## config.mk

```make
export PLATFORM = sky130hd
export DESIGN_NAME = univ_shift_reg
export DESIGN_NICKNAME = d
export VERILOG_FILES = /design/src/rtl/univ_shift_reg.sv
export SDC_FILE = /design/constraint.sdc
export NUM_CORES = 1
export LEC_CHECK = 0
export CAP_MARGIN = 25
export CORE_ASPECT_RATIO = 1.5
export CORE_MARGIN = 2
export CORE_UTILIZATION = 61
export CTS_BUF_LIST = sky130_fd_sc_hd__clkbuf_4
export DETAILED_ROUTE_END_ITERATION = 6
export PLACE_DENSITY = 0.89
export SETUP_SLACK_MARGIN = 0.4
export SLEW_MARGIN = 20
export SYNTH_ARGS = -nofsm -noshare
export SYNTH_HDL_FRONTEND = slang
export SYNTH_SLANG_ARGS = --single-unit
```

## constraint.sdc

```tcl
create_clock -name clk -period 3.9 [get_ports clk]
set_input_delay 0.585 -clock clk [delete_from_list [all_inputs] [get_ports clk]]
set_output_delay 0.585 -clock clk [all_outputs]
set_load 0.01 [all_outputs]
```

## src/rtl/univ_shift_reg.sv

```systemverilog
// Universal shift register: parallel load, shift/rotate/serial-fill steps, and a
// start/count sequencer that runs a counted burst of steps and pulses done when finished.
module univ_shift_reg #(
    parameter int WIDTH    = 8,
    parameter int AMT_W    = 3,
    parameter int CNT_W    = 8,
    parameter bit FREE_RUN = 1'b0
) (
    input  logic             clk,
    input  logic             rst,
    input  logic             load,
    input  logic [WIDTH-1:0] load_value,
    input  logic [2:0]       mode,
    input  logic [AMT_W-1:0] amount,
    input  logic             sin,
    input  logic             start,
    input  logic [CNT_W-1:0] count,
    output logic [WIDTH-1:0] po,
    output logic             so,
    output logic             busy,
    output logic             done
);

    typedef enum logic {IDLE, RUN} state_t;

    state_t           state;
    logic [2:0]       lat_mode;
    logic [AMT_W-1:0] lat_amt;
    logic [CNT_W-1:0] cnt;
    logic [2:0]       eff_mode;

    // One shift step; rotates go through a doubled word so any amount mod WIDTH works.
    function automatic logic [WIDTH-1:0] step_fn(
        input logic [WIDTH-1:0] v,
        input logic [2:0]       m,
        input logic [AMT_W-1:0] a,
        input logic             s
    );
        logic [2*WIDTH-1:0] dbl;
        int unsigned        r;
        r   = 32'(a) % 32'(WIDTH);
        dbl = {v, v};
        step_fn = v;
        case (m)
            3'b001: step_fn = v << a;
            3'b010: step_fn = v >> a;
            3'b011: begin
                dbl     = dbl << r;
                step_fn = dbl[2*WIDTH-1:WIDTH];
            end
            3'b100: begin
                dbl     = dbl >> r;
                step_fn = dbl[WIDTH-1:0];
            end
            3'b101: step_fn = $unsigned($signed(v) >>> a);
            3'b110: step_fn = {v[WIDTH-2:0], s};
            3'b111: step_fn = {s, v[WIDTH-1:1]};
            default: step_fn = v;
        endcase
    endfunction

    assign eff_mode = (state == RUN) ? lat_mode : mode;
    assign so = (eff_mode == 3'b001 || eff_mode == 3'b011 || eff_mode == 3'b110)
                ? po[WIDTH-1] : po[0];

    // Handshake: start is taken only in IDLE (i.e. while busy=0 or during the done
    // cycle); busy stays high for exactly the burst; done pulses once at the final step.
    always_ff @(posedge clk) begin
        if (rst) begin
            po       <= '0;
            state    <= IDLE;
            busy     <= 1'b0;
            done     <= 1'b0;
            cnt      <= '0;
            lat_mode <= 3'b000;
            lat_amt  <= '0;
        end else begin
            done <= 1'b0;
            if (load) begin
                po    <= load_value;
                state <= IDLE;
                busy  <= 1'b0;
                cnt   <= '0;
            end else begin
                case (state)
                    IDLE: begin
                        if (start) begin
                            if (count != '0) begin
                                lat_mode <= mode;
                                lat_amt  <= amount;
                                cnt      <= count;
                                state    <= RUN;
                                busy     <= 1'b1;
                            end else begin
                                done <= 1'b1;
                            end
                        end else if (FREE_RUN) begin
                            po <= step_fn(po, mode, amount, sin);
                        end
                    end
                    RUN: begin
                        po  <= step_fn(po, lat_mode, lat_amt, sin);
                        cnt <= cnt - 1'b1;
                        if (cnt == CNT_W'(1)) begin
                            state <= IDLE;
                            busy  <= 1'b0;
                            done  <= 1'b1;
                        end
                    end
                    default: state <= IDLE;
                endcase
            end
        end
    end

endmodule

```

Word level (Yosys, flattened, before mapping). Cells that the tools add are included.

$add $sub $neg: 1. Multiply operators: 0. Divide/modulo/power cells: 0. $lt $le $gt $ge: 0. Eq/ne operators: 14. Shifts and indexed selects: 5. Muxes and demuxes: 20. Bitwise logic cells: 2. Reduce and logical (&&, ||, !) cells: 10.

Operators by type and width (number): case mux 8 bit (7 select lines) (1); 2-to-1 mux 8 bit (4); case mux 8 bit (2 select lines) (1); nonzero test 8 bit (2); left shift 16 x 3 -> 16 bit (1); >> shifter 16 x 3 -> 8 bit (1); equality test 3 bit, second input constant (5); 2-to-1 mux 1 bit (10); equality test 3 x 2 -> 1 bit, second input constant (3); equality test 8 x 1 -> 1 bit, second input constant (1); left shift 8 x 3 -> 8 bit (1); >> shifter 8 x 3 -> 8 bit (1); >>> shifter 8 x 3 -> 8 bit (1); subtractor 8 x 1 -> 8 bit, second input constant (1); equality test 3 x 1 -> 1 bit, second input constant (2); case mux 1 bit (2 select lines) (3); != test 2 bit, second input constant (2); AND reduction 2 bit (2); AND reduction 4 bit (1); 2-to-1 mux 3 bit (1); AND reduction 3 bit (1); logical OR 1 bit (2); != test 2 x 1 -> 1 bit, second input constant (1); NOT 1 bit (2); other kinds (2) (2).

Flip-flop bits (word level): 25. Latch bits: 0. Memory bits (writable): 0. Memory bits (read-only): 0. Output and inout port bits: 11. Logic and storage cells: 59. Memories kept: 0.

Longest topological paths before layout.
Depth after elaboration: 5. Mapped depth: 8. Depth with buffers taken out: 5.

Worst setup path after synthesis. OpenSTA, ideal clock, no wires.

Kind: register -> output. Start point: reg lat_mode[0]. End point: out so. Arrival time: 1538 ps. Required time: 3315 ps. Slack: 1777 ps. Cell stages (with the launch flop): 7. Path through: dfxtp_1 clkbuf_1 buf_2 buf_2 mux2i_1 a21oi_1 mux2_2.

Cells in the longest elaborated chain, start to end: 5. Elaborated cells between the ends (all ways): 7.

Ends and longest elaborated chain: start, declared (RTL line 27) `logic [2:0] lat_mode;`; start signal, assigned (RTL line 89) `lat_mode <= mode;`; 2-to-1 mux 3 bit * (RTL line 62) `assign eff_mode = (state == RUN) ? lat_mode : mode;`; equality test 3 x 1 -> 1 bit or equality test 3 x 2 -> 1 bit (tied branches) (RTL line 63) `assign so = (eff_mode == 3'b001 || eff_mode == 3'b011 || eff_mode == 3'b110)`; logical OR 1 bit (RTL line 63); logical OR 1 bit * (RTL line 63); 2-to-1 mux 1 bit * (RTL line 64) `? po[WIDTH-1] : po[0];`; end, declared (RTL line 19) `output logic so,`.

Mark *: on every way between the ends. The rest lies on a longest branch, timed or not.

Final worst setup path. Same ends and word-level chain as after synthesis.

==> impl_summary.md <==
Hold path
The worst hold path depth is 2. In this run the worst hold path is classified as reg -> reg.

Layout
The area added between synthesis and finish is 13.9%. At the end of the flow, the number of nets in the layout was 356. The count of inserted antenna diode cells is 0. The number of non-filler instances in the completed layout is 371. The finished cells cover 0.00280 mm^2. The layout cell share with drive strength beyond 1 is 0.0951.

Global route
The first-pass GRT wire length is 12.0 mm. The number of global-route vias before repair is 2537. For this run the aggregate overflow at the end of global routing stands at 0. Entering global routing, the biggest net connects 27 pins. In the global route stage, overall resource usage came out at 0.334. The number of antenna violations at the first check in global routing is 0.

STA
The worst path setup slack after routing is 811 ps. Setup repair after global routing left no endpoint under its margin. The transition time at the pin with the least slew margin is 984 ps. The hold violation total from the final report is 0. Measured against its own limit, the worst slew margin works out to 0.343. The final-report setup violation count is 0.

The final cycle utilization of the critical path is 0.792. The minimum period implied by the final worst setup slack is 3090 ps. Derived from the worst setup path, the maximum achievable clock frequency is 324 MHz.

The final worst clock skew is 3.83 ps. The final-layout setup total negative slack is 0 ps. The count of pins over their slew limit is 0.

Clock network
The post-cts sizing count is 0. The insertion delay to the later sink of the worst-skew pair is 320 ps. The maximum clock insertion buffer count is 2. The number of buffers added by the clock tree synthesis step is 3. TritonCTS built the clock tree.

The post-CTS clock slew at the launch and capture registers of the worst setup and hold paths is 130 ps. CTS built an H-tree with a depth of 1. The total number of clock tree sinks is 25.

After clock tree synthesis, the setup repair step added 0 buffers. The quantity of hold-fixing buffers added after cts is 0. The master cell of the clock root buffer is sky130_fd_sc_hd__clkbuf_4.

Pwr
The leakage power is 0.000936 uW. Power spread over the standard cell area amounts to 239 mW/mm^2. IR analysis of the VDD net gives a maximum drop of 0.310 mV.

Place
The detailed placer's ending HPWL is approximately 5.4 mm. The total of buffers placed on input and output ports is 37. The worst setup slack after placement is 1020 ps.

The congestion estimate from routability-driven global placement came to around 0.98. The instance area after placement is 0.00277 mm^2. The total placed cells including tap cells is approximately 370.

Worst setup path
The worst setup path is captured at a primary output. The number of cells on the critical path is 5. The dominant delay contributor by cell family on the critical path is flip-flops. The endpoint arrival time on the critical path is approximately 2500 ps.

The data required time of the critical path is approximately 3300 ps. The worst setup path is launched from a register. On the worst path, the slowest cell contributes a delay of between 900 and 1000 ps.

The reg2reg setup slack is roughly 1400 ps. The number of cells on the worst reg-to-reg path is 6. The maximum fanout along the worst path is 26. The signal on the critical path passes through nor2b_1 > mux2i_1 > a21oi_1 > mux2_2 > clkdlybuf4s50_1. The critical-path cell with the highest stage delay is sky130_fd_sc_hd__dfxtp_1. The worst setup path is of the reg -> out kind. The total buffers and inverters traversed by the critical path is 1.

Route
In this run, the number of DRC markers left after iteration 0 of detailed routing was 273. The ratio of routed vias to standard cells is 7.31. The first-pass detailed-route iteration total is 7. The DRC violation count after routing is 0. Once detail routing completed, the nets flagged for antenna violations numbered 0. The overall via count from detail_route is 2712.

The mean routed wirelength per cell is 20.1 um. The total length of routed wires is 7.47 mm.

Yosys
The share of the Yosys chip area taken by registers is 0.204. After synthesis the netlist holds a flip-flop and latch count of 25. During synthesis, Yosys emitted a total of 0 warnings. Ranked by total cell area, the synthesized netlist is headed by sky130_fd_sc_hd__dfxtp_1, sky130_fd_sc_hd__mux4_2, sky130_fd_sc_hd__mux2i_1.

In the post-synthesis netlist, the cell with the most instances is sky130_fd_sc_hd__nand2_1. Yosys mapped a number of flops with a built-in enable equal to 0. The synthesized netlist occupies a cell area of 0.00245 mm^2. Among all flip-flop cells after synthesis, the most frequent one is sky130_fd_sc_hd__dfxtp_1. The top cell type's share of synthesized area is 0.204. Synthesis handed over a netlist of about 310 instances. Counting every net in the synthesized netlist gives 341. In the synthesized netlist, the cells that appear most often are sky130_fd_sc_hd__nand2_1, sky130_fd_sc_hd__dfxtp_1, sky130_fd_sc_hd__a21oi_1, sky130_fd_sc_hd__clkbuf_1, sky130_fd_sc_hd__nor2_1.

The largest total area in the synthesized netlist belongs to sky130_fd_sc_hd__dfxtp_1. The synthesized netlist contains 60 unique library cells. In this run the mean area of a mapped cell was roughly 8 um^2.

The fraction of registers with async set or reset after synthesis is 0.

Die
The initial utilization of the core area, before any placement, comes to 0.631. The area inside the core boundary is 0.00389 mm^2. The number of top-level pins is 38. The placement row count is 28.

The die is between 80 and 90 um tall. The floorplan step defined a die boundary enclosing 0.00456 mm^2. Measured along the x axis, the die boundary spans 55.8 um.

Flow run
The max-cap check violation count is 0.

Run status
The flow ran to the end, and the final reports show no timing, DRC or antenna violations.
==> logic make-up after synthesis <==
kind of cell,synth area share
compound gates,0.279
buf+inv,0.0714
fa+ha+maj,0.0102
xor+xnor,0.00714
simple gates,0.211
mux,0.217
flops,0.204
==> tightest hold or removal path, cell delays in order, from the launching register on <==
cell and delay [ps]:
sky130_fd_sc_hd__dfxtp_1 340, sky130_fd_sc_hd__nand2_1 50, sky130_fd_sc_hd__a21oi_1 50
==> through the flow <==
step                hold slack (ps)  power, uW   util
CTS                             475        660  0.719
global route                    511        695  0.719
floorplan                       456        456      -
detailed placement              454        539  0.711
global placement                455        534  0.711
finish                          471        667  0.719
==> final cells by class <==
class / instances / area (um^2)
clock buffers: 4 / 30.0
fillers: 305 / 1090
inverters: 10 / 37.5
multi-input cells: 247 / 1780
flip-flops and latches: 25 / 500
well taps: 45 / 56.3
repair buffers: 40 / 393
==> per-layer routing <==
| metal | vias to the layer above | share of wire | global-route usage |
|---|---|---|---|
| li1 | 1210 | - | - |
| met1 | 1230 | 0.35 | 0.379 |
| met2 | 213 | 0.50 | 0.600 |
| met3 | 59 | 0.092 | 0.0268 |
| met4 | 0 | 0.056 | 0.220 |
| met5 | - | 0 | 0 |
==> sequential cells by signal (all words and copies together), names as in the netlist <==
name and count:
lat_mode 3, po 8, done 1, cnt 8
state 1, lat_amt 3, busy 1
==> layout by cell type (no fill, tap or decap), types with 2 or more instances in the layout <==
master                            instances
sky130_fd_sc_hd__a21o_1                   2
sky130_fd_sc_hd__nor4b_1                  2
sky130_fd_sc_hd__a31oi_1                  2
sky130_fd_sc_hd__clkbuf_4                 4
sky130_fd_sc_hd__a21oi_1                 22
sky130_fd_sc_hd__buf_4                    3
sky130_fd_sc_hd__dfxtp_1                 25
sky130_fd_sc_hd__or2_2                    2
sky130_fd_sc_hd__clkdlybuf4s50_1         37
sky130_fd_sc_hd__nor3b_1                  3
sky130_fd_sc_hd__o211ai_1                 7
sky130_fd_sc_hd__ha_1                     2
sky130_fd_sc_hd__a32o_1                   2
sky130_fd_sc_hd__a22oi_1                  5
sky130_fd_sc_hd__or4_1                    2
sky130_fd_sc_hd__nand3_1                  9
sky130_fd_sc_hd__mux2i_1                 16
sky130_fd_sc_hd__o21ai_1                  3
sky130_fd_sc_hd__nor2_1                  21
sky130_fd_sc_hd__o22ai_1                  4
sky130_fd_sc_hd__mux4_2                  13
sky130_fd_sc_hd__o21ai_0                 16
sky130_fd_sc_hd__inv_1                   10
sky130_fd_sc_hd__nor3_1                   4
sky130_fd_sc_hd__o21a_1                   3
sky130_fd_sc_hd__o31ai_1                  4
sky130_fd_sc_hd__nor2b_1                  6
sky130_fd_sc_hd__a221oi_1                 5
sky130_fd_sc_hd__nand2_1                 40
sky130_fd_sc_hd__nand2b_1                 7
sky130_fd_sc_hd__o221ai_1                 2
sky130_fd_sc_hd__mux2_2                   7
sky130_fd_sc_hd__and2_1                   4
sky130_fd_sc_hd__a211oi_1                 7
==> worst paths after layout <==
| check | startpoint | end |
|---|---|---|
| worst max-delay path | lat_mode[0]$_SDFFE_PP0P_ | so |
| worst min-delay path | busy$_SDFFE_PP0P_ | busy$_SDFFE_PP0P_ |
| worst max register to register | lat_amt[0]$_SDFFE_PP0P_ | po[4]$_SDFFE_PP0P_ |
| worst min register to register | busy$_SDFFE_PP0P_ | busy$_SDFFE_PP0P_ |
==> report_power, final <==
part	switching [uW]	internal (uW)	total [uW]
registers	50.8	269	320
clock network	76.9	47.0	124
logic	106	118	223
(Power assumes the default switching activity.)
